## src/rtl/fp_norm_pipe_if.sv

```systemverilog
// rtl/fp_norm_pipe_if.sv - operand/result handshake bundle for fp_norm_pipe
interface fp_norm_pipe_if #(
  parameter int EXP_W  = 8,
  parameter int FRAC_W = 24
);
  logic              in_valid;
  logic              in_ready;
  logic [EXP_W-1:0]  exp_in;
  logic [FRAC_W:0]   frac_in;
  logic              out_valid;
  logic              out_ready;
  logic [EXP_W-1:0]  exp_out;
  logic [FRAC_W-1:0] frac_out;
  logic              overflow;
  logic              underflow;
  logic              zero;
  logic              sticky_clr;
  logic              ovf_sticky;
  logic              unf_sticky;

  modport master (
    output in_valid, exp_in, frac_in, out_ready, sticky_clr,
    input  in_ready, out_valid, exp_out, frac_out, overflow, underflow, zero,
           ovf_sticky, unf_sticky
  );

  modport slave (
    input  in_valid, exp_in, frac_in, out_ready, sticky_clr,
    output in_ready, out_valid, exp_out, frac_out, overflow, underflow, zero,
           ovf_sticky, unf_sticky
  );
endinterface

```

## src/rtl/fp_norm_pipe.sv

```systemverilog
// rtl/fp_norm_pipe.sv - two-stage float normalizer; NORM_SATURATE_EN makes overflow return infinity
module fp_norm_pipe #(
  parameter int EXP_W  = 8,
  parameter int FRAC_W = 24
) (
  input  logic          clk,
  input  logic          rst_n,
  fp_norm_pipe_if.slave bus
);
  localparam int N_W = $clog2(FRAC_W + 1);
  localparam int E_W = EXP_W + 2;

  logic              en;
  logic [N_W-1:0]    lead_n;
  logic              in_zero;

  logic              s1_valid;
  logic [EXP_W-1:0]  s1_exp;
  logic [FRAC_W:0]   s1_frac;
  logic [N_W-1:0]    s1_n;
  logic              s1_zero;

  logic [E_W-1:0]    e_val;
  logic              e_unf;
  logic              e_ovf;
  logic [EXP_W-1:0]  nx_exp;
  logic [FRAC_W-1:0] nx_frac;
  logic              nx_ovf;
  logic              nx_unf;
  logic              nx_zero;

  logic              r_out_valid;
  logic [EXP_W-1:0]  r_exp;
  logic [FRAC_W-1:0] r_frac;
  logic              r_ovf;
  logic              r_unf;
  logic              r_zero;
  logic              r_ovf_sticky;
  logic              r_unf_sticky;

  assign en           = ~r_out_valid | bus.out_ready;
  assign bus.in_ready = en;

  // Ascending scan so the highest set bit wins
  always_comb begin
    lead_n  = '0;
    in_zero = ~|bus.frac_in;
    for (int i = 0; i <= FRAC_W; i++) begin
      if (bus.frac_in[i]) lead_n = N_W'(FRAC_W - i);
    end
  end

  always_ff @(posedge clk or negedge rst_n) begin
    if (!rst_n) begin
      s1_valid <= 1'b0;
      s1_exp   <= '0;
      s1_frac  <= '0;
      s1_n     <= '0;
      s1_zero  <= 1'b0;
    end else if (en) begin
      s1_valid <= bus.in_valid;
      s1_exp   <= bus.exp_in;
      s1_frac  <= bus.frac_in;
      s1_n     <= lead_n;
      s1_zero  <= in_zero;
    end
  end

  assign e_val = {2'b00, s1_exp} + E_W'(1) - E_W'(s1_n);
  assign e_unf = e_val[E_W-1] | (e_val == '0);
  assign e_ovf = ~e_val[E_W-1] & (e_val >= {2'b00, {EXP_W{1'b1}}});

  always_comb begin
    nx_exp  = e_val[EXP_W-1:0];
    nx_frac = FRAC_W'((s1_frac << s1_n) >> 1);
    nx_ovf  = 1'b0;
    nx_unf  = 1'b0;
    nx_zero = 1'b0;
    if (s1_zero) begin
      nx_zero = 1'b1;
      nx_exp  = '0;
      nx_frac = '0;
    end else if (e_unf) begin
      nx_unf  = 1'b1;
      nx_exp  = '0;
      nx_frac = '0;
    end else if (e_ovf) begin
      nx_ovf  = 1'b1;
`ifdef NORM_SATURATE_EN
      nx_exp  = '1;
`else
      nx_exp  = '0;
`endif
      nx_frac = '0;
    end
  end

  always_ff @(posedge clk or negedge rst_n) begin
    if (!rst_n) begin
      r_out_valid <= 1'b0;
      r_exp       <= '0;
      r_frac      <= '0;
      r_ovf       <= 1'b0;
      r_unf       <= 1'b0;
      r_zero      <= 1'b0;
    end else if (en) begin
      r_out_valid <= s1_valid;
      r_exp       <= nx_exp;
      r_frac      <= nx_frac;
      r_ovf       <= nx_ovf;
      r_unf       <= nx_unf;
      r_zero      <= nx_zero;
    end
  end

  // A flag landing on the same edge as a clear must survive
  always_ff @(posedge clk or negedge rst_n) begin
    if (!rst_n) begin
      r_ovf_sticky <= 1'b0;
      r_unf_sticky <= 1'b0;
    end else begin
      r_ovf_sticky <= (r_ovf_sticky & ~bus.sticky_clr) | (r_out_valid & bus.out_ready & r_ovf);
      r_unf_sticky <= (r_unf_sticky & ~bus.sticky_clr) | (r_out_valid & bus.out_ready & r_unf);
    end
  end

  assign bus.out_valid  = r_out_valid;
  assign bus.exp_out    = r_exp;
  assign bus.frac_out   = r_frac;
  assign bus.overflow   = r_ovf;
  assign bus.underflow  = r_unf;
  assign bus.zero       = r_zero;
  assign bus.ovf_sticky = r_ovf_sticky;
  assign bus.unf_sticky = r_unf_sticky;
endmodule

```

## src/flat_wrapper.sv

```systemverilog
// flat-port wrapper written by rule: the top's interface ports become plain ports
module fp_norm_pipe_flat 
#(
  parameter int EXP_W  = 8,
  parameter int FRAC_W = 24
)
  (clk, rst_n, bus_in_valid, bus_exp_in, bus_frac_in, bus_out_ready, bus_sticky_clr, bus_in_ready, bus_out_valid, bus_exp_out, bus_frac_out, bus_overflow, bus_underflow, bus_zero, bus_ovf_sticky, bus_unf_sticky);
  fp_norm_pipe_if #(.EXP_W(EXP_W), .FRAC_W(FRAC_W)) bus_i ();
  input  logic clk;
  input  logic rst_n;
  input wire logic [$bits(bus_i.in_valid)-1:0] bus_in_valid;
  input wire logic [$bits(bus_i.exp_in)-1:0] bus_exp_in;
  input wire logic [$bits(bus_i.frac_in)-1:0] bus_frac_in;
  input wire logic [$bits(bus_i.out_ready)-1:0] bus_out_ready;
  input wire logic [$bits(bus_i.sticky_clr)-1:0] bus_sticky_clr;
  output wire logic [$bits(bus_i.in_ready)-1:0] bus_in_ready;
  output wire logic [$bits(bus_i.out_valid)-1:0] bus_out_valid;
  output wire logic [$bits(bus_i.exp_out)-1:0] bus_exp_out;
  output wire logic [$bits(bus_i.frac_out)-1:0] bus_frac_out;
  output wire logic [$bits(bus_i.overflow)-1:0] bus_overflow;
  output wire logic [$bits(bus_i.underflow)-1:0] bus_underflow;
  output wire logic [$bits(bus_i.zero)-1:0] bus_zero;
  output wire logic [$bits(bus_i.ovf_sticky)-1:0] bus_ovf_sticky;
  output wire logic [$bits(bus_i.unf_sticky)-1:0] bus_unf_sticky;
  assign bus_i.in_valid = bus_in_valid;
  assign bus_i.exp_in = bus_exp_in;
  assign bus_i.frac_in = bus_frac_in;
  assign bus_i.out_ready = bus_out_ready;
  assign bus_i.sticky_clr = bus_sticky_clr;
  assign bus_in_ready = bus_i.in_ready;
  assign bus_out_valid = bus_i.out_valid;
  assign bus_exp_out = bus_i.exp_out;
  assign bus_frac_out = bus_i.frac_out;
  assign bus_overflow = bus_i.overflow;
  assign bus_underflow = bus_i.underflow;
  assign bus_zero = bus_i.zero;
  assign bus_ovf_sticky = bus_i.ovf_sticky;
  assign bus_unf_sticky = bus_i.unf_sticky;
  fp_norm_pipe #(.EXP_W(EXP_W), .FRAC_W(FRAC_W)) u_core (.clk(clk), .rst_n(rst_n), .bus(bus_i));
endmodule
```

## config.mk

```make
export PLATFORM = sky130hd
export DESIGN_NAME = fp_norm_pipe_flat
export DESIGN_NICKNAME = d
export VERILOG_FILES = /design/src/rtl/fp_norm_pipe_if.sv /design/src/rtl/fp_norm_pipe.sv /design/src/flat_wrapper.sv
export SDC_FILE = /design/constraint.sdc
export NUM_CORES = 1
export LEC_CHECK = 0
export CAP_MARGIN = 30
export CORE_ASPECT_RATIO = 0.75
export CORE_UTILIZATION = 52
export DETAILED_ROUTE_END_ITERATION = 8
export PLACE_DENSITY = 0.8
export SYNTH_ARGS = -nofsm -noshare
export SYNTH_HDL_FRONTEND = slang
export SYNTH_SLANG_ARGS = --single-unit
export TNS_END_PERCENT = 50
```

## constraint.sdc

```tcl
create_clock -name clk -period 3.9 [get_ports clk]
set_input_delay 0.585 -clock clk [delete_from_list [all_inputs] [get_ports clk]]
set_output_delay 0.585 -clock clk [all_outputs]
set_load 0.01 [all_outputs]
```

==> metrics.md, run 1 <==
| Metric | Value |
|---|---|
| Hold Buf Count CTS | 0 |
| Critical path capture point type | flip-flop |
| CTS Root Cell | clkbuf_16 |
| Vias in the first global route | 4145 |
| HPWL after DPL | 9060 µm |
| IO Count | 77 |
| Vias per cell | 6.02 |
| Routed length per placed instance | 17.0 µm |
| Worst Path Arrival | 3.56 ns |
| RSZ-0062 raised after global routing | no |
| Setup bufs post-CTS | 0 |
| Synth Area in Simple Gates | 20.5% |
| Count leader, synth | nand2_1 |
| Largest family of logic cells by synthesized area | simple AND/OR/NAND/NOR gates |
| Count of final hold-check violations | 0 |
| Initial Util | 54.2% |
| Setup TNS | 0 ns |
| Synth Area in Adders | 1.91% |
| Worst Path Buf+Inv | 2 |
| Pre-antenna DRT Iters | 4 |
| Synthesis Warnings | 0 |
| Final Skew | 0.00786 ns |
| Final wirelength | 12600 µm |
| Worst Max-Slew Pin Slew | 0.646 ns |
| Gpl congestion | 0.876 |
| Maximum level of the CTS H-tree | 3 |
| Final Setup Violations | 0 |
| EDFF count, synth | 0 |
| Minimum clock period | 3.35 ns |
| Slew Viols, Final | 0 |
| Die W | 115 µm |
| Compound-gate portion of the synthesized area | 17.7% |
| Largest cells by area after synthesis | dfrtp_1 39%, nand2_1 9.4%, mux2i_1 6.4%, a32o_1 5.8%, mux4_2 4.1% |
| VDD IR max | 0.208 mV |
| Top cells by count, synth | 124 x nand2_1, 78 x dfrtp_1, 48 x nor2_1 |
| Iter 0 DRT Violations | 358 |
| Synth area leader | dfrtp_1 |
| Post-synthesis mux area share | 14.2% |
| Clk buf depth | 2 |
| Largest stage delay, worst path | 0.45 ns |
| Post-place setup slack | 0.354 ns |
| Via count | 4481 |
| XOR/XNOR share of the synthesized area | 1.94% |
| Async S/R FF share, synth | 100% |
| Layout Nets | 658 |
| Outcome | finished, final reports clean |
| Post-route ant nets | 0 |
| Slowest CP cell | fa_1 |
| Netlist cell types | 57 |
| P per Cell Area | 531 nW/µm² |
| Share of layout cells above drive strength 1 | 9.90% |
| Mean area per synthesized cell | 9.00 µm² |
| Clock Latency Late Sink | 0.33 ns |
| CTS Sinks | 78 |
| P&R area growth vs syn | 24.2% |
| Leakage Power | 2.63 nW |
| FF+latch count, synth | 78 |
| Port Buffer Count | 76 |
| Worst path depth | 11 |
| Reg clk slew, reported paths | 0.06 ns |
| Grt ovf | 0 |
| Gr usage total | 26.6% |
| Post-synth top flop | dfrtp_1 |
| Worst setup SP type | flip-flop |
| Die height | 86.6 µm |
| Yosys top cell area share | 39.3% |
| Depth of the worst register-to-register path | 11 |
| Slew margin rel. | 56.9% |
| Core Box Area | 9160 µm² |
| Hold Crit Class | input pin to async pin |
| Post-Synthesis Cell Area | 4970 µm² |
| N_diodes | 0 |
| TritonCTS clock tree | yes |
| Pin count of the biggest net entering global routing | 79 |
| Period utilisation layout | 86.0% |
| Initial antenna violation count | 0 |
| Die ar. | 9950 µm² |
| Syn_nets | 597 |
| Setup slack after layout | 0.546 ns |
| CP max FO | 30 |
| Post-CTS Resized | 0 |
| Fmax | 298 MHz |
| Cells along the critical path | ha_1 -> inv_1 -> fa_1 -> nand2b_1 -> a21oi_1 -> a2111oi_4 -> xnor2_1 -> o2111ai_1 -> and2_1 -> buf_16 -> a32o_1 |
| Number of CTS-inserted buffers | 9 |
| Worst setup path class | flip-flop to flip-flop |
| # DRC | 0 |
| Site Rows | 30 |
| First-pass GRT wire length | 20700 µm |
| Worst Path Required | 4.11 ns |
| Seq/Total Area, Yosys | 39.3% |
| Largest delay share family, worst path | compound AO/OA/AOI/OAI gates |
| Max-cap violations | 0 |
| Post-Syn Instances | 552 |
routing by layer:
layer,GRT usage (%),vias up,routed length (µm)
met5,0,-,0
li1,-,2130,-
met2,39.0,173,5420
met1,40.2,2155,6210
met4,8.15,0,203
met3,3.99,23,784
metrics by stage:
| step | power [W] | hold slack (ns) | cells | cell area [µm²] | util, % |
|---|---|---|---|---|---|
| 3_3_place_gp | 0.00233 | 0.440 | 728 | 5800 | 63.4 |
| 6_report | 0.00328 | 0.274 | 744 | 6170 | 67.4 |
| 2_1_floorplan | 0.00186 | 0.289 | 552 | 4970 | - |
| 5_1_grt | 0.00346 | 0.308 | 744 | 6170 | 67.4 |
| 3_5_place_dp | 0.00237 | 0.446 | 728 | 5800 | 63.4 |
| 4_1_cts | 0.00327 | 0.463 | 742 | 6120 | 66.8 |
layout make-up:
type / count / area, µm²
inverter: 13 / 48.8
tap: 128 / 160
clock inverter: 4 / 72.6
clock buffer: 10 / 239
timing repair buffer: 90 / 901
multi-input combinational: 421 / 2800
sequential: 78 / 1950
fill: 748 / 2990
cell families (layout without fill, tap and decap cells):
family / count (synthesis) / count (layout)
muxes: 57 / 57
adders and majority gates: 7 / 7
buffers and inverters: 53 / 117
DFF: 78 / 78
and+or+nand+nor: 232 / 232
AOI/OAI and AO/OA: 114 / 114
xor gates and xnor gates: 11 / 11
sequential cells by signal, indices dropped and copies added, names as in the netlist:
name,cells
u_core.s1_frac,25
u_core.bus.frac_out,24
u_core.bus.exp_out,8
u_core.s1_exp,8
u_core.s1_n,5
u_core.bus.out_valid,1
u_core.bus.overflow,1
u_core.bus.ovf_sticky,1
u_core.bus.underflow,1
u_core.bus.unf_sticky,1
u_core.bus.zero,1
u_core.s1_valid,1
u_core.s1_zero,1
final timing paths:
check | end | startpoint | slack (ns)
setup / recovery | u_core.bus.frac_out[12]$_DFFE_PN0P_ | u_core.s1_exp[0]$_DFFE_PN0P_ | 0.55
hold reg to reg | u_core.s1_valid$_DFFE_PN0P_ | u_core.s1_valid$_DFFE_PN0P_ | 0.46
hold / removal | u_core.bus.exp_out[3]$_DFFE_PN0P_ | rst_n | 0.27
setup reg to reg | u_core.bus.frac_out[12]$_DFFE_PN0P_ | u_core.s1_exp[0]$_DFFE_PN0P_ | 0.55
min in group clk | u_core.s1_valid$_DFFE_PN0P_ | u_core.s1_valid$_DFFE_PN0P_ | 0.46
max in group asynchronous | u_core.s1_frac[1]$_DFFE_PN0P_ | rst_n | 3.04
cells in the final DEF (no fill, tap or decap), drive strengths merged, types with 3 or more instances in the layout:
cell type      synthesis  routed
nor4                   7       7
dfrtp                 78      78
nor2b                  4       4
nand3                 11      11
inv                   11      11
a21oi                 16      16
ha                     6       6
a221oi                 4       4
o22ai                 10      10
nor3                   8       8
and2                   7       7
a211oi                 9       9
xor2                   5       5
nand4                  4       4
nand2b                 5       5
a22o                   6       6
mux4                   9       9
mux2                  16      16
buf                   15      15
clkdlybuf4s50          0      75
nor2                  49      49
clkinv                 2       3
clkbuf                25      10
o2111ai                3       3
nand2                124     124
and3                   4       4
o21ai                 16      16
a32o                  29      29
a31oi                  4       4
mux2i                 32      32
xnor2                  6       6
where the power goes:
| part | leakage, nW | switching, W | internal [W] | total (W) |
|---|---|---|---|---|
| clock | 0.150 | 0.000320 | 0.000569 | 0.000890 |
| combinational | 1.51 | 0.000611 | 0.000652 | 0.00126 |
| sequential | 0.967 | 0.000139 | 0.000988 | 0.00113 |
Note: power is estimated with default switching activity, not from simulation.
==> run 2, diff against run 1 <==
--- a/config.mk
+++ b/config.mk
@@ -9,6 +9,7 @@
 export CORE_ASPECT_RATIO = 0.75
 export CORE_UTILIZATION = 52
 export DETAILED_ROUTE_END_ITERATION = 8
+export MAX_ROUTING_LAYER = met4
 export PLACE_DENSITY = 0.8
 export SYNTH_ARGS = -nofsm -noshare
 export SYNTH_HDL_FRONTEND = slang
==> run 2 against run 1 <==
Global-route usage up 1.6 points. Power down 1.8%. Clock skew down 0.0035 ns. Largest power group unchanged. Critical path type unchanged. Setup slack worse by 0.026 ns. Non-clock buffer count down 2. Worst hold slack better by 0.065 ns. Register-to-register slack worse by 0.03 ns.
==> metrics.md, run 2 (synthesis gave the netlist of run 1 again) <==
| Metric | Value |
|---|---|
| Port Buffer Count | 76 (unchanged) |
| FF-to-FF Start | u_core.s1_exp[0]$_DFFE_PN0P_ (unchanged) |
| Max-cap violations | 0 (unchanged) |
| Gr usage total | 28.2% (was 26.6%) |
| Grt ovf | 0 (unchanged) |
| Share of layout cells above drive strength 1 | 9.90% (unchanged) |
| Setup TNS | 0 ns (unchanged) |
| Number of CTS-inserted buffers | 9 (unchanged) |
| Setup crit end | u_core.bus.frac_out[5]$_DFFE_PN0P_ (was u_core.bus.frac_out[12]$_DFFE_PN0P_) |
| Largest stage delay, worst path | 0.45 ns (about the same) |
| Maximum level of the CTS H-tree | 3 (unchanged) |
| Iter 0 DRT Violations | 430 (was 358) |
| R2R Path End | u_core.bus.frac_out[5]$_DFFE_PN0P_ (was u_core.bus.frac_out[12]$_DFFE_PN0P_) |
| Gpl congestion | 0.895 (was 0.876) |
| Worst Max-Slew Pin Slew | 0.812 ns (was 0.646 ns) |
| Final Skew | 0.00436 ns (was 0.00786 ns) |
| Initial Util | 54.2% (unchanged) |
| Clock Latency Late Sink | 0.34 ns (was 0.33 ns) |
| TritonCTS clock tree | yes (unchanged) |
| Minimum clock period | 3.38 ns (was 3.35 ns) |
| Via count | 4458 (was 4481) |
| Finished Cell Area | 6120 µm² (was 6170 µm²) |
| Initial antenna violation count | 0 (unchanged) |
| IO Count | 77 (unchanged) |
| Worst Setup SP | u_core.s1_exp[0]$_DFFE_PN0P_ (unchanged) |
| Post-CTS Resized | 0 (unchanged) |
| Leakage Power | 2.61 nW (was 2.63 nW) |
| Slew Viols, Final | 0 (unchanged) |
| Pin count of the biggest net entering global routing | 78 (was 79) |
| Final wirelength | 12800 µm (was 12600 µm) |
| Hold Crit Class | input pin to async pin (unchanged) |
| Layout Nets | 656 (was 658) |
| Worst Path Arrival | 3.60 ns (was 3.56 ns) |
| Fmax | 296 MHz (was 298 MHz) |
| Max reg flops | 25 (unchanged) |
| Setup bufs post-CTS | 0 (unchanged) |
| Hold Buf Count CTS | 0 (unchanged) |
| Worst setup path class | flip-flop to flip-flop (unchanged) |
| Slowest CP cell | fa_1 (unchanged) |
| Die W | 115 µm (unchanged) |
| CTS Root Cell | clkbuf_16 (unchanged) |
| Reg2Reg Setup Slack | 0.52 ns (was 0.55 ns) |
| VDD IR max | 0.223 mV (was 0.208 mV) |
| Post-route ant nets | 0 (unchanged) |
| Depth of the worst register-to-register path | 11 (unchanged) |
| Site Rows | 30 (unchanged) |
| Worst setup SP type | flip-flop (unchanged) |
| Period utilisation layout | 86.7% (was 86.0%) |
| Critical path capture point type | flip-flop (unchanged) |
| HPWL after DPL | 9240 µm (was 9060 µm) |
| First-pass GRT wire length | 21100 µm (was 20700 µm) |
| Vias per cell | 5.99 (was 6.02) |
| CP max FO | 29 (was 30) |
| Worst Path Required | 4.12 ns (was 4.11 ns) |
| Most common cell after layout, fill and taps aside | nand2_1 (unchanged) |
| Count of final hold-check violations | 0 (unchanged) |
| # DRC | 0 (unchanged) |
| Pre-antenna DRT Iters | 5 (was 4) |
| Outcome | finished, final reports clean (unchanged) |
| Post-Place Cell Area | 5800 µm² (about the same) |
| CTS Sinks | 78 (unchanged) |
| Routed length per placed instance | 17.3 µm (was 17.0 µm) |
| RSZ-0062 raised after global routing | no (unchanged) |
| Final Setup Violations | 0 (unchanged) |
| Core Box Area | 9160 µm² (unchanged) |
| Die height | 86.6 µm (unchanged) |
| N_diodes | 0 (unchanged) |
| Placed Instances | 727 (was 728) |
| P per Cell Area | 526 nW/µm² (was 531 nW/µm²) |
| Fillers | 786 (was 748) |
| P&R area growth vs syn | 23.3% (was 24.2%) |
| Slew margin rel. | 45.9% (was 56.9%) |
| Post-Layout Cell Count | 744 (unchanged) |
| Die ar. | 9950 µm² (unchanged) |
| Largest register by flop count | u_core.s1_frac (unchanged) |
| Most frequent cells in the layout | 124 x nand2_1, 78 x dfrtp_1, 75 x clkdlybuf4s50_1 (unchanged) |
| Vias in the first global route | 4230 (was 4145) |
| Cells along the critical path | ha_1 -> inv_1 -> fa_1 -> nand2b_1 -> a21oi_1 -> a2111oi_4 -> xnor2_1 -> o2111ai_1 -> and2_1 -> buf_16 -> a32o_1 (unchanged) |
| Reg clk slew, reported paths | 0.06 ns (about the same) |
| Clk buf depth | 2 (unchanged) |
-- run 2: final cells by class --
| type | instances | area [µm²] | area share (%) |
|---|---|---|---|
| clock buffers | 10 | 239 | 3.90 |
| clock inverters | 6 | 61.3 | 1.00 |
| inverters | 13 | 48.8 | 0.797 |
| multi-input cells | 421 | 2800 | 45.7 |
| flip-flops and latches | 78 | 1950 | 31.9 |
| well taps | 128 | 160 | 2.61 |
| repair buffers | 88 | 866 | 14.1 |
-- run 2: how the worst min path moves through the flow --
stage | endpoint | slack, ns | cells past startpoint
6_report | u_core.bus.ovf_sticky$_DFF_PN0_ | 0.34 | 1
5_1_grt | u_core.s1_n[3]$_DFFE_PN0P_ | 0.41 | 1
4_1_cts | u_core.bus.ovf_sticky$_DFF_PN0_ | 0.35 | 1
3_5_place_dp | u_core.bus.out_valid$_DFFE_PN0P_ | 0.46 | 1
3_3_place_gp | u_core.bus.out_valid$_DFFE_PN0P_ | 0.44 | 1
2_1_floorplan | u_core.bus.exp_out[0]$_DFFE_PN0P_ | 0.29 | 0
-- run 2: through the flow --
stage / power, W / hold slack (ns) / utilization [%] / worst slack (ns)
final: 0.00322 / 0.340 / 66.9 / 0.520
after global routing: 0.00340 / 0.406 / 66.9 / 0.308
after CTS: 0.00322 / 0.354 / 66.6 / 0.315
after detailed placement: 0.00237 / 0.455 / 63.3 / 0.385
after global placement: 0.00233 / 0.440 / 63.3 / 0.504
after floorplan: 0.00186 / 0.289 / - / 0.463
-- run 2: power by group --
group	switching, W	internal (W)	leakage (nW)	total, W
registers	0.000139	0.000988	0.967	0.00113
logic	0.000605	0.000647	1.49	0.00125
clock network	0.000331	0.000510	0.148	0.000841
total	0.00107	0.00214	2.61	0.00322
-- run 2: worst max-delay path, delay by kind of cell, from the launching register on --
family | cells | cell delay (ns)
DFF | 1 | 0.44
adders and majority gates | 2 | 0.78
xor gates and xnor gates | 1 | 0.34
and+or+nand+nor | 2 | 0.45
buffers and inverters | 2 | 0.25
AOI/OAI and AO/OA | 4 | 0.99
-- run 2: metal layers --
| metal | GRT usage, % | share of wire, % | up-vias |
|---|---|---|---|
| met2 | 41.1 | 43 | 143 |
| met4 | 8.26 | 1.1 | 0 |
| li1 | - | - | 2122 |
| met1 | 39.9 | 50 | 2180 |
| met5 | - | 0 | - |
| met3 | 5.17 | 5.2 | 13 |
==> run 3, diff against run 2 <==
--- a/config.mk
+++ b/config.mk
@@ -11,6 +11,8 @@
 export DETAILED_ROUTE_END_ITERATION = 8
 export MAX_ROUTING_LAYER = met4
 export PLACE_DENSITY = 0.8
+export SKIP_CTS_REPAIR_TIMING = 1
+export SLEW_MARGIN = 0
 export SYNTH_ARGS = -nofsm -noshare
 export SYNTH_HDL_FRONTEND = slang
 export SYNTH_SLANG_ARGS = --single-unit
==> constraint.sdc (replaced) <==
create_clock -name clk -period 3.3 [get_ports clk]
set_input_delay 0.495 -clock clk [delete_from_list [all_inputs] [get_ports clk]]
set_output_delay 0.495 -clock clk [all_outputs]
set_load 0.01 [all_outputs]
==> run 3 against run 2 <==
Global-route usage down 0.54 points. Utilization up 0.14 points. Via count down 0.34%. Count of clock-buffer cells in the layout unchanged. Routed wire length down 1.6%. Critical endpoint unchanged.
==> metrics.md, run 3 (synthesis gave the netlist of run 1 again) <==
| Metric | Value |
|---|---|
| First-pass GRT wire length | 20900 µm (was 21100 µm) |
| Maximum level of the CTS H-tree | 3 (unchanged) |
| Slew margin rel. | 60.2% (was 45.9%) |
| Share of layout cells above drive strength 1 | 10.8% (was 9.90%) |
| Vias per cell | 5.93 (was 5.99) |
| HPWL after DPL | 9180 µm (was 9240 µm) |
| Most common cell after layout, fill and taps aside | nand2_1 (unchanged) |
| Gr usage total | 27.6% (was 28.2%) |
| Gpl congestion | 0.928 (was 0.895) |
| Via count | 4443 (was 4458) |
| Slew Viols, Final | 0 (unchanged) |
| Final Setup Violations | 0 (unchanged) |
| VDD IR max | 0.238 mV (was 0.223 mV) |
| Count of final hold-check violations | 0 (unchanged) |
| Port Buffer Count | 76 (unchanged) |
| N_diodes | 0 (unchanged) |
| Final wirelength | 12600 µm (was 12800 µm) |
| Die ar. | 9950 µm² (unchanged) |
| Worst Path Arrival | 3.41 ns (was 3.60 ns) |
| Worst setup path class | flip-flop to flip-flop (unchanged) |
| Vias in the first global route | 4202 (was 4230) |
| Die W | 115 µm (unchanged) |
| IO Count | 77 (unchanged) |
| Die height | 86.6 µm (unchanged) |
| # DRC | 0 (unchanged) |
| FF-to-FF Start | u_core.s1_exp[0]$_DFFE_PN0P_ (unchanged) |
| Layout Nets | 661 (was 656) |
| Critical path capture point type | flip-flop (unchanged) |
| Core Box Area | 9160 µm² (unchanged) |
| Setup slack after layout | 0.108 ns (was 0.520 ns) |
| Site Rows | 30 (unchanged) |
| Routed length per placed instance | 16.9 µm (was 17.3 µm) |
| Final Skew | 0.00715 ns (was 0.00436 ns) |
| Depth of the worst register-to-register path | 11 (unchanged) |
| Worst Max-Slew Pin Slew | 0.597 ns (was 0.812 ns) |
| Minimum clock period | 3.19 ns (was 3.38 ns) |
| Period utilisation layout | 96.7% (was 86.7%) |
| Clk buf depth | 2 (unchanged) |
| Fmax | 313 MHz (was 296 MHz) |
| Reg clk slew, reported paths | 0.06 ns (about the same) |
| Number of CTS-inserted buffers | 9 (unchanged) |
| Pwr Total | 0.00373 W (was 0.00322 W) |
| Reg2Reg Setup Slack | 0.11 ns (was 0.52 ns) |
| Worst Path Required | 3.52 ns (was 4.12 ns) |
| Post-Place Cell Area | 5850 µm² (was 5800 µm²) |
| Largest register by flop count | u_core.s1_frac (unchanged) |
| Outcome | finished, final reports clean (unchanged) |
| Grt ovf | 0 (unchanged) |
| Pin count of the biggest net entering global routing | 79 (was 78) |
| Most frequent cells in the layout | 124 x nand2_1, 78 x dfrtp_1, 75 x clkdlybuf4s50_1 (unchanged) |
| Max-cap violations | 0 (unchanged) |
| Initial antenna violation count | 0 (unchanged) |
| CTS Sinks | 78 (unchanged) |
| Fillers | 779 (was 786) |
| Hold Crit Class | input pin to async pin (unchanged) |
| Initial Util | 54.2% (unchanged) |
| Worst setup SP type | flip-flop (unchanged) |
| Post-place setup slack | 0.124 ns (was 0.385 ns) |
| Pre-antenna DRT Iters | 5 (unchanged) |
| Finished Cell Area | 6140 µm² (was 6120 µm²) |
| Iter 0 DRT Violations | 406 (was 430) |
| CTS Root Cell | clkbuf_16 (unchanged) |
| CP max FO | 31 (was 29) |
| R2R Path End | u_core.bus.frac_out[5]$_DFFE_PN0P_ (unchanged) |
| P per Cell Area | 608 nW/µm² (was 526 nW/µm²) |
| Leakage Power | 2.62 nW (was 2.61 nW) |
| Post-route ant nets | 0 (unchanged) |
| Max reg flops | 25 (unchanged) |
| TritonCTS clock tree | yes (unchanged) |
| P&R area growth vs syn | 23.6% (was 23.3%) |
| Clock Latency Late Sink | 0.33 ns (was 0.34 ns) |
[run 3: cell count changes in the layout (fill, tap and decap cells not counted)]
cell | previous run | this run
clkbuf_1 | 0 | 1
buf_4 | 11 | 16
clkinvlp_4 | 1 | 2
buf_12 | 0 | 1
bufinv_16 | 1 | 0
clkbuf_8 | 1 | 0
xnor2_1 | 6 | 4
buf_16 | 1 | 0
xnor2_2 | 0 | 2
[run 3: routing by layer]
layer,global-route usage [%],up-vias,wire (µm)
li1,-,2128,-
met1,39.9,2125,6180
met2,40.0,180,5530
met3,5.52,10,841
met4,6.02,0,76
met5,-,-,0
[run 3: critical path: stages (launching register included)]
cell and delay [ns]:
dfrtp_1 0.43, ha_1 0.25, xor2_1 0.15, ha_1 0.36
nor2b_1 0.16, a221oi_1 0.31, xor2_1 0.19, nor3_1 0.27
o2111ai_1 0.22, and2_1 0.21, buf_4 0.23, a32o_1 0.29
[run 3: worst max-delay path by stage]
stage	to	start	cells after the start	slack [ns]
floorplan	u_core.bus.exp_out[7]$_DFFE_PN0P_	u_core.s1_n[2]$_DFFE_PN0P_	14	0.07
global placement	u_core.bus.exp_out[6]$_DFFE_PN0P_	u_core.s1_exp[0]$_DFFE_PN0P_	12	0.23
detailed placement	u_core.bus.frac_out[5]$_DFFE_PN0P_	u_core.s1_exp[0]$_DFFE_PN0P_	12	0.12
CTS	u_core.bus.frac_out[5]$_DFFE_PN0P_	u_core.s1_exp[0]$_DFFE_PN0P_	12	0.10
global route	u_core.bus.exp_out[6]$_DFFE_PN0P_	u_core.s1_exp[0]$_DFFE_PN0P_	11	-0.01
finish	u_core.bus.frac_out[5]$_DFFE_PN0P_	u_core.s1_exp[0]$_DFFE_PN0P_	11	0.11
[run 3: report_power, final]
part	switching, W	internal, W
sequential	0.000170	0.00117
clock	0.000390	0.000506
combinational	0.000719	0.000776
total	0.00128	0.00245
[run 3: layout make-up]
class	instances	area, µm²	share of cell area [%]
well taps	128	160	2.61
clock buffers	10	229	3.73
flip-flops and latches	78	1950	31.8
inverters	13	48.8	0.795
clock inverters	6	38.8	0.632
multi-input cells	421	2810	45.8
repair buffers	93	896	14.6
[run 3: per-stage QoR]
| stage | hold slack [ns] | utilization (%) | std cells | setup TNS [ns] |
|---|---|---|---|---|
| 2_1_floorplan | 0.199 | - | 552 | 0 |
| 3_3_place_gp | 0.441 | 63.9 | 733 | 0 |
| 3_5_place_dp | 0.444 | 63.9 | 733 | 0 |
| 4_1_cts | 0.216 | 66.8 | 749 | 0 |
| 5_1_grt | 0.237 | 67.0 | 749 | -0.0837 |
| 6_report | 0.204 | 67.0 | 749 | 0 |
==> RTL edit 1: new RTL, settings of run 3 <==
`FRAC_W` is set to 24 in 3 places; all go to 28.
--- a/src/rtl/fp_norm_pipe_if.sv
+++ b/src/rtl/fp_norm_pipe_if.sv
@@ -3,3 +3,3 @@
   parameter int EXP_W  = 8,
-  parameter int FRAC_W = 24
+  parameter int FRAC_W = 28
 );
--- a/src/rtl/fp_norm_pipe.sv
+++ b/src/rtl/fp_norm_pipe.sv
@@ -3,3 +3,3 @@
   parameter int EXP_W  = 8,
-  parameter int FRAC_W = 24
+  parameter int FRAC_W = 28
 ) (
--- a/src/flat_wrapper.sv
+++ b/src/flat_wrapper.sv
@@ -4,3 +4,3 @@
   parameter int EXP_W  = 8,
-  parameter int FRAC_W = 24
+  parameter int FRAC_W = 28
 )
Ports: changed (resized bus_frac_in and bus_frac_out); port bits go from 77 to 85. The function was not compared with the original's and may differ.
==> RTL edit 1 against run 3 <==
- combinational power rose by 8%
- synthesized area grew 8.8%
- non-clock buffer count rose by 5
- clock skew increased by 3.4 ps
- fmax grew 0.12%
- sequential cell count is 8 higher
- wire length up 17%
- setup slack better by 3.9 ps
- sequential power increased by 10%
- cell area is 9.0% higher
- critical endpoint is now u_core.bus.frac_out[13]$_DFFE_PN0P_
- total power increased by 10%
==> RTL edit 1: results (changes against run 3) <==
==================================================================================
Fill cells                                                                     808   +3.7%
Number of global-route vias before repair                                     4626   +10%
Pin count of the biggest net entering global routing                            76   -3.8%
Port Buffer Count                                                               84   +11%
Flip-flop count of the largest register, all copies and words added             29   +16%
Antenna violations before repair                                                 0   unchanged
EDFF count, synth                                                                0   unchanged
Slew headroom                                                                0.518   -0.0839
Net count, final                                                               747   +13%
Count of synthesis-stage warnings from yosys                                     0   unchanged
Diodes inserted                                                                  0   unchanged
Worst-Skew Late Latency                                                     350 ps   +20 ps
Pre-CTS worst setup slack                                                  84.3 ps   -39.7 ps
Placed wire-length estimate                                               11000 um   +19%
Seq/Total Area, Yosys                                                        0.398   +0.00539
DRC violation total after the first TritonRoute iteration                      421   +3.7%
Status                                                                finished, final reports clean
Remaining global-route overflow                                                  0   unchanged
Worst clock skew on the final layout                                       10.6 ps   +3.41 ps
Instance count after placement with tap cells included                         819   +12%
Router iterations before antenna repair                                          5   unchanged
Max IR drop VDD                                                         0.000275 V   +16%
Average detailed-routed wire length per instance                           17.7 um   +5.3%
Via count                                                                     4916   +11%
Master cell of the clock root buffer                                     clkbuf_16
Cells after Synth                                                              630   +14%
Maximum fanout count along the critical path                                    36   +16%
Largest cells by area after synthesis                                 dfrtp_1, nand2_1, mux4_2
Top cells by count, synth                                             nand2_1, dfrtp_1, nor2_1
First-pass GRT wire length                                                24600 um   +17%
Routability cong.                                                            0.887   -4.4%
Cell leakage power                                                         2.91 nW   +11%
GR Util All Layers                                                           0.300   +0.0235
Register clock-pin slew on the reported worst setup and hold paths           60 ps   about the same
Synth Net Count                                                                679   +14%
Cell area after placement                                               6380 sq um   +9.0%
Hold/Removal Path Class                                               primary input to async pin
Via-per-instance ratio                                                        5.89   -0.63%
Depth of the CTS H-tree                                                          3   unchanged
Unique masters post-synth                                                       56   -1.8%
Final cell utilization of the core                                           0.676   +0.00620
Fraction of final layout cells sized beyond drive strength 1                 0.111   +0.00322
Number of buffers created by CTS                                                 9   unchanged
==================================================================================
-- RTL edit 1: changes by cell type after synthesis, moves of 7 or more --
cell and delta:
o31ai_2 +7, o31ai_1 +13, a21oi_1 +22, mux2_2 -8
mux2i_1 -8, o21ai_0 +12, dfrtp_1 +8, nand2_1 +59
a32o_1 -28
-- RTL edit 1: worst max-delay path, stage by stage (launching register included) --
cell and delay, ps:
dfrtp_2 450, ha_2 360, inv_1 60, fa_1 440
nand2b_1 180, a21oi_1 180, xnor2_1 120, or4_1 440
nor3_2 210, a311o_1 260, buf_12 220, o41ai_2 110
-- RTL edit 1: where the power goes --
group / switching [mW] / leakage [nW] / internal, mW
clock: 0.436 / 0.146 / 0.589
sequential: 0.185 / 1.06 / 1.29
combinational: 0.822 / 1.70 / 0.786
total: 1.44 / 2.91 / 2.67
-- RTL edit 1: final cells by class --
type / count / share of cell area
clock buffers: 9 / 0.0337
clock inverters: 6 / 0.0105
inverters: 17 / 0.00954
multi-input cells: 486 / 0.452
flip-flops and latches: 86 / 0.322
well taps: 132 / 0.0247
repair buffers: 98 / 0.148
-- RTL edit 1: cell families (layout without fill, tap and decap cells) --
kind of cell | Yosys count | count (layout) | synth area share
muxes | 47 | 47 | 0.122
AOI/OAI and AO/OA | 138 | 138 | 0.177
xor gates and xnor gates | 11 | 11 | 0.0192
and+or+nand+nor | 283 | 283 | 0.220
DFF | 86 | 86 | 0.398
adders and majority gates | 7 | 7 | 0.0176
buffers and inverters | 58 | 130 | 0.0459
-- RTL edit 1: routing by layer --
metal	global-route usage	routed length, um
met1	0.440	6910
met2	0.433	6650
met3	0.0562	1090
met4	0.0646	144
met5	-	0
-- RTL edit 1: worst paths after layout --
| kind | slack (ps) | start | cells past startpoint | endpoint |
|---|---|---|---|---|
| setup / recovery | 110 | u_core.s1_exp[0]$_DFFE_PN0P_ | 11 | u_core.bus.frac_out[13]$_DFFE_PN0P_ |
| max in group asynchronous | 2580 | rst_n | 2 | u_core.s1_frac[10]$_DFFE_PN0P_ |
| hold reg to reg | 470 | u_core.s1_valid$_DFFE_PN0P_ | 1 | u_core.bus.out_valid$_DFFE_PN0P_ |
| hold / removal | 120 | rst_n | 1 | u_core.bus.exp_out[5]$_DFFE_PN0P_ |
| setup reg to reg | 110 | u_core.s1_exp[0]$_DFFE_PN0P_ | 11 | u_core.bus.frac_out[13]$_DFFE_PN0P_ |
| min in group clk | 470 | u_core.s1_valid$_DFFE_PN0P_ | 1 | u_core.bus.out_valid$_DFFE_PN0P_ |
==> RTL edit 2: new RTL, flow settings as in run 3 <==
Without the edit above. Reset style: synchronous (`rst_n`), changed in 3 clocked blocks.
--- a/src/rtl/fp_norm_pipe.sv
+++ b/src/rtl/fp_norm_pipe.sv
@@ -52,3 +52,3 @@
 
-  always_ff @(posedge clk or negedge rst_n) begin
+  always_ff @(posedge clk) begin
     if (!rst_n) begin
@@ -97,3 +97,3 @@
 
-  always_ff @(posedge clk or negedge rst_n) begin
+  always_ff @(posedge clk) begin
     if (!rst_n) begin
@@ -116,3 +116,3 @@
   // A flag landing on the same edge as a clear must survive
-  always_ff @(posedge clk or negedge rst_n) begin
+  always_ff @(posedge clk) begin
     if (!rst_n) begin
Formal check against the unedited RTL: differs if rst_n is asserted again (counterexample within 4 cycles, from zero or initial values and one cycle with rst_n low); with rst_n held inactive, the same outputs for 4 cycles.
==> RTL edit 2 against run 3 <==
- cell area fell by 0.96%
- synthesized area fell by 2.2%
- wire length rose by 9.9%
- sequential cell count did not move
- setup slack improved by 62 ps
- sequential share of layout area fell by 6.1 points
- hold slack improved by 250 ps
- final cell count rose by 5.7%
- fmax rose by 2.0%
- via count rose by 7.3%
- highest routed layer unchanged
Power is not compared: it rests on default switching activity, and its combinational part moved more than twofold at a synthesized area within 25%.
==> RTL edit 2: results (changes against run 3) <==
====================================================================================
Final count of negative-setup-slack endpoints                                      0   unchanged
Router iterations before antenna repair                                            7   +2
Number of global-route vias before repair                                       4284   +2.0%
Synth Net Count                                                                  640   +7.2%
Top Usage Layer GRT                                                             met1
Proportion of synthesized flip-flops having asynchronous set or reset              0   -1.00
Maximum fanout count along the critical path                                      29   -6.5%
Critical Path Max Stage Delay                                                 390 ps   -40 ps
DRC violation total after the first TritonRoute iteration                        400   -1.5%
Unique masters post-synth                                                         67   +18%
GR Util met1                                                                   0.424   +0.0249
Largest cells by area after synthesis                                   dfxtp_1, nand2_1, mux4_2
Via count                                                                       4767   +7.3%
Status                                                                  finished, final reports clean
Routability cong.                                                              0.913   -1.6%
Global-route track usage on met2                                               0.420   +0.0198
Highest-delay cell along the critical path                                   dfxtp_1
Detailed Route WL                                                           13900 um   +9.9%
Grt met3 use                                                                  0.0622   +0.00695
Hold/Removal Path Class                                                 register to register
First-pass GRT wire length                                                  22200 um   +6.0%
Setup slack of the worst register-to-register path                            170 ps   +60 ps
Arrival time reported for the critical path endpoint                         3380 ps   -30 ps
Seq/Total Area, Yosys                                                          0.322   -0.0714
Launch point of the worst reg-to-reg path                               u_core.s1_exp[0]$_SDFFE_PN0P_
Flip-flop count of the largest register, all copies and words added               25   unchanged
Net count, final                                                                 704   +6.5%
Worst Hold Endpoint                                                     u_core.bus.exp_out[0]$_SDFFE_PN0P_
Met3 routed WL                                                               1070 um   +27%
R2r endpoint                                                            u_core.bus.frac_out[4]$_SDFFE_PN0P_
Met2 wire len                                                                5970 um   +8.0%
Fraction of final layout cells sized beyond drive strength 1                   0.139   +0.0307
Pin count of the biggest net entering global routing                              39   -51%
Placed wire-length estimate                                                  9780 um   +6.6%
GR Util All Layers                                                             0.297   +0.0204
====================================================================================
-- RTL edit 2: stage by stage --
| step | total power [mW] | setup slack, ps | area, sq um | cells | utilization |
|---|---|---|---|---|---|
| floorplan | 1.45 | 369 | 4860 | 595 | - |
| global placement | 1.66 | 161 | 5690 | 773 | 0.629 |
| detailed placement | 1.67 | 94.2 | 5690 | 773 | 0.629 |
| CTS | 2.70 | 7.71 | 6000 | 789 | 0.663 |
| global route | 2.83 | -30.4 | 6080 | 792 | 0.672 |
| finish | 2.73 | 170 | 6080 | 792 | 0.672 |
-- RTL edit 2: kinds of logic after synthesis --
family / share of synthesized area
simple gates: 0.233
mux: 0.132
fa+ha+maj: 0.0196
buf+inv: 0.0564
compound gates: 0.218
xor+xnor: 0.0196
flops: 0.322
-- RTL edit 2: layout make-up --
class,count,area [sq um]
clock inverters,5,57.6
inverters,13,48.8
clock buffers,11,253
fillers,767,2970
flip-flops and latches,78,1560
well taps,128,160
repair buffers,94,908
multi-input cells,463,3090
